**src/rtl/pipe_fetch_stage.sv**
```systemverilog
// Instruction-fetch stage with IF/ID register: owns the PC, fetches from a wait-state memory,
// and honours ID stalls and the single branch delay slot.
module pipe_fetch_stage #(
  parameter logic [31:0] RESET_PC = 32'h0000_0000
) (
  input  logic        clk,
  input  logic        rst,
  input  logic        nostall,
  input  logic [1:0]  pcsource,
  input  logic [31:0] bpc,
  input  logic [31:0] jpc,
  input  logic [31:0] da,
  output logic [31:0] imem_addr,
  output logic        imem_req,
  input  logic [31:0] imem_rdata,
  input  logic        imem_ack,
  output logic [31:0] pc,
  output logic [31:0] inst,
  output logic [31:0] dpc4,
  output logic        dvalid
);

  logic [31:0] pc_q, pc_d;
  logic [31:0] inst_q, inst_d;
  logic [31:0] dpc4_q, dpc4_d;
  logic        dvalid_q, dvalid_d;
  logic        bufv_q, bufv_d;
  logic [31:0] buf_inst_q, buf_inst_d;
  logic        redir_q, redir_d;
  logic [31:0] rtarget_q, rtarget_d;

  logic        fire;
  logic        avail;
  logic [31:0] word;
  logic [31:0] pc_plus4;
  logic [31:0] tgt;
  logic        take;

  // Handshake: a fetch completes only in a cycle where imem_req and imem_ack are both high;
  // imem_addr stays at pc until then, and an ack seen without a request is ignored.
  assign imem_req  = !rst && !bufv_q;
  assign imem_addr = pc_q;
  assign fire      = imem_ack && imem_req;
  assign avail     = bufv_q || fire;
  assign word      = bufv_q ? buf_inst_q : imem_rdata;
  assign pc_plus4  = pc_q + 32'd4;

  always_comb begin
    tgt = pc_plus4;
    case (pcsource)
      2'b01:   tgt = bpc;
      2'b10:   tgt = da;
      2'b11:   tgt = jpc;
      default: tgt = pc_plus4;
    endcase
  end

  // A bubble in ID carries no control transfer, so its pcsource is ignored.
  assign take = nostall && dvalid_q && (pcsource != 2'b00);

  always_comb begin
    pc_d       = pc_q;
    inst_d     = inst_q;
    dpc4_d     = dpc4_q;
    dvalid_d   = dvalid_q;
    bufv_d     = bufv_q;
    buf_inst_d = buf_inst_q;
    redir_d    = redir_q;
    rtarget_d  = rtarget_q;
    if (nostall) begin
      if (avail) begin
        inst_d   = word;
        dpc4_d   = pc_plus4;
        dvalid_d = 1'b1;
        bufv_d   = 1'b0;
        redir_d  = 1'b0;
        if (redir_q)   pc_d = rtarget_q;
        else if (take) pc_d = tgt;
        else           pc_d = pc_plus4;
      end else begin
        inst_d   = 32'd0;
        dvalid_d = 1'b0;
        // Branch leaves ID before its delay slot arrives: remember where to go afterwards.
        if (take) begin
          redir_d   = 1'b1;
          rtarget_d = tgt;
        end
      end
    end else if (fire) begin
      bufv_d     = 1'b1;
      buf_inst_d = imem_rdata;
    end
  end

  always_ff @(posedge clk or posedge rst) begin
    if (rst) begin
      pc_q       <= RESET_PC;
      inst_q     <= 32'd0;
      dpc4_q     <= 32'd0;
      dvalid_q   <= 1'b0;
      bufv_q     <= 1'b0;
      buf_inst_q <= 32'd0;
      redir_q    <= 1'b0;
      rtarget_q  <= 32'd0;
    end else begin
      pc_q       <= pc_d;
      inst_q     <= inst_d;
      dpc4_q     <= dpc4_d;
      dvalid_q   <= dvalid_d;
      bufv_q     <= bufv_d;
      buf_inst_q <= buf_inst_d;
      redir_q    <= redir_d;
      rtarget_q  <= rtarget_d;
    end
  end

  assign pc     = pc_q;
  assign inst   = inst_q;
  assign dpc4   = dpc4_q;
  assign dvalid = dvalid_q;

endmodule

```
**config.mk**
```make
export PLATFORM = sky130hd
export DESIGN_NAME = pipe_fetch_stage
export DESIGN_NICKNAME = d
export VERILOG_FILES = /design/src/rtl/pipe_fetch_stage.sv
export SDC_FILE = /design/constraint.sdc
export NUM_CORES = 1
export LEC_CHECK = 0
export CORE_AREA = 2 2 162 164
export CTS_BUF_LIST = sky130_fd_sc_hd__clkbuf_8
export DETAILED_ROUTE_END_ITERATION = 12
export DIE_AREA = 0 0 164 166
export PLACE_DENSITY = 0.61
export SYNTH_ARGS = -nofsm -noshare
export SYNTH_HDL_FRONTEND = slang
export SYNTH_SLANG_ARGS = --single-unit
```
**constraint.sdc**
```tcl
create_clock -name clk -period 5.46 [get_ports clk]
set_clock_uncertainty 0.2 [all_clocks]
set_input_delay 1.092 -clock clk [delete_from_list [all_inputs] [get_ports clk]]
set_output_delay 1.092 -clock clk [all_outputs]
set_load 0.05 [all_outputs]
```
==> metrics.md <==
| Metric | Value |
|---|---|
| Core area | about 26000 um2 |
| Prevailing post-synth register cell | dfrtp_1 |
| Fillers | 2432 |
| Vias in the first global route | between 7000 and 8000 |
| Worst skew pair latency | 0.45 ns |
| Global-route wire length before repair | 41770 um |
| Dpl cell area | 11520 um2 |
| Final ANT Viol Nets | 0 |
| Die area | roughly 27000 um2 |
| Setup Buffers After CTS | 0 |
| CTS sink cnt | 163 |
| Setup tns final | 0 ns |
| CTS resizes | 0 |
| Maximum clock rate | 257.8 MHz |
| Most common cell after layout, fill and taps aside | clkdlybuf4s50_1 |
| Max Cap Violations | 0 |
| Iteration-0 DRC count of the detailed router | roughly 460 |
| Worst Path Arrival | 2.59 ns |
| Most frequent CP cell | clkdlybuf4s50_1 |
| # nets final | 1251 |
| TritonCTS clock tree | yes |
| Crit path time final | roughly 3.9 ns |
| Final setup fails | 0 |
| H-tree depth | 4 |
| CP Capture Type | output pin |
| Total power divided by cell area | 471.6 nW/um2 |
| WL/cell | 18.24 um |
| Final Wtd Congestion | 0.8110 |
| Fin util | 0.4685 |
| Chip width | 164 um |
| Hold Crit Class | reg -> reg |
| Sequential area share after synthesis | 0.4616 |
| DRC | 0 |
| Total Wirelength | about 27000 um |
| Net Sw Power | 2.563 mW |
| Syn nets | ~1100 |
| Total I/O pin count | between 200 and 300 |
| Sequential cell fraction of total power | 0.340 |
| Post-synth EDFFs | 0 |
| Clock Tree Root | clkbuf_8 |
| CTS Buf Count | 17 |
| Area of the mapped netlist | ~8800 um2 |
| Fraction of layout cells with a size suffix above 1 | 0.1028 |
| Synthesis-to-layout area growth | 35.81% |
| Largest net degree at the start of global routing | 88 |
| Leak | 4.929 nW |
| Worst EP required | 4.17 ns |
| Combinational share of power | 0.468 |
| Initial antenna violation count | 3 |
| Max stage delay on crit path | ~0.82 ns |
| DRT Pass-1 Iters | 5 |
| Via count | 7569 |
| Synth warnings | 0 |
| Initial core utilization | 0.3450 |
| Gr usage total | 0.1962 |
| CTS Hold Bufs | 0 |
| Row cnt | 59 |
| Worst Tran Pin Value | about 0.96 ns |
| RSZ-0062 raised after global routing | false |
| Setup slack after layout | 1.581 ns |
| Gate count of the mapped netlist | 916 |
| Post-synthesis cell type count | 64 |
| Crit path max-delay cell type | clkdlybuf4s50_1 |
| CTS Buffer Depth | 2 |
| CP max FO | 4 |
| Post-synth ARST share | 1.000 |
| Sw frac | 0.4528 |
| Detail Placement HPWL | 19080 um |
| Crit path cell chain | clkdlybuf4s50_1 > nor2_1 > clkdlybuf4s50_1 |
| Total grt overflow | 0 |
| # port buffers | 263 |
| Place WS | 1.347 ns |
| Chip height | 166 um |
| Fin. Hold Viols | 0 |
| Nature of the critical path startpoint | input pin |
| Clock transition at path regs | roughly 0.080 ns |
| Tcrit/Tclk final | 0.7104 |
| Clock share of power | 0.192 |
| Final instance area | 12000 um2 |
| Yosys reg bits | 163 |
| Crit Path Class | in -> out |
| Outcome | complete, no violations |
| Vias per inst | between 5 and 6 |
| Pwr Total | 5.660 mW |
| Most frequent cells in the layout | 260 x clkdlybuf4s50_1, 162 x dfrtp_1, 114 x nand2_1 |
| Rel. slew slack | 0.3566 |
| Area leader, netlist | dfrtp_1 |
| VDD IR max | 0.0003808 V |
| Top-area cell type share of the netlist area | 0.4616 |
| Synth Area per Inst | 9.648 um2 |
| Top cells by area, synth | dfrtp_1 46%, mux2_2 6.2%, o21ai_0 5.7%, nand2_1 4.8%, mux2_1 4.0% |
| Cell Int Power | ~3.1 mW |
| Slew Viols, Final | 0 |
[critical path, delay by kind of cell]
kind,cells,cell delay [ns]
AND/OR/NAND/NOR,1,0.14
buffers and inverters,2,1.34
[per-layer routing]
metal	wire, um	share of wire	vias up	global-route usage
met1	11800	0.44	3694	0.2653
met5	12	0.00045	-	0
met3	1977	0.074	21	0.05295
met4	276	0.010	2	0.03738
li1	-	-	3600	-
met2	12650	0.47	252	0.3175
[flip-flops by register name, indices dropped and copies added (netlist names)]
name and count:
rtarget_q 32, redir_q 1, inst 32, imem_addr 32, dvalid 1, bufv_q 1, buf_inst_q 32, dpc4 32
[layout make-up]
cell class / instances / area, um2 / share of cell area
tap: 335 / 419.2 / 0.03492
timing repair buffer: 279 / 2750 / 0.2291
inverter: 45 / 172.7 / 0.01439
clock buffer: 18 / 247.7 / 0.02064
multi-input combinational: 610 / 4095 / 0.3412
sequential: 163 / 4080 / 0.3400
clock inverter: 13 / 231.5 / 0.01929
antenna: 2 / 5.005 / 0.0004170
[kinds of logic (layout without fill, tap and decap cells)]
family | after synthesis | count (layout) | synth area share
buffers and inverters | 143 | 355 | 0.07730
xor gates and xnor gates | 28 | 28 | 0.02775
and+or+nand+nor | 260 | 260 | 0.1437
AOI/OAI and AO/OA | 214 | 214 | 0.1501
muxes | 107 | 107 | 0.1382
DFF | 163 | 163 | 0.4616
adders and majority gates | 1 | 1 | 0.001416
other | 0 | 2 | 0
[cells in the mapped netlist, types with 7 or more instances]
cell / count
clkbuf_1: 44
mux2_2: 49
a21oi_1: 19
buf_1: 7
o22ai_1: 7
o31a_1: 8
mux2i_1: 23
and3_1: 14
xor2_1: 11
mux2_1: 31
dfrtp_1: 163
inv_1: 45
a22oi_1: 8
a221oi_1: 14
nand3_1: 44
nor2_1: 41
buf_2: 12
o21ai_1: 17
buf_4: 35
o21ai_0: 100
xnor2_1: 17
nand4_1: 8
nand2_1: 114
[metrics by stage]
stage | hold slack [ns] | instances
finish | 0.2774 | 1465
global route | 0.2988 | 1464
CTS | 0.2809 | 1463
detailed placement | 0.2575 | 1432
global placement | 0.2553 | 1432
floorplan | 0.2405 | 916
[power by group through the flow]
stage	clock (mW)	combinational [mW]	sequential [mW]
finish	1.08	2.65	1.92
CTS	1.11	2.67	1.92
global placement	0	2.64	1.93
floorplan	0	1.21	2.55
global route	1.16	2.81	1.98
detailed placement	0	2.66	1.95
[path summary, 6_finish.rpt]
path                                       to           from  slack [ns]  cells after the start
worst max-delay path                 imem_req            rst        1.58                      3
worst min-delay path            rtarget_q[10]  rtarget_q[10]        0.28                      2
worst max register to register   rtarget_q[9]         bufv_q        2.40                      3
worst min register to register  rtarget_q[10]  rtarget_q[10]        0.28                      2
max in group asynchronous       rtarget_q[23]            rst        2.93                      3
min in group asynchronous       buf_inst_q[7]            rst        1.13                      2
No activity file was read; power rests on OpenSTA's default activity.
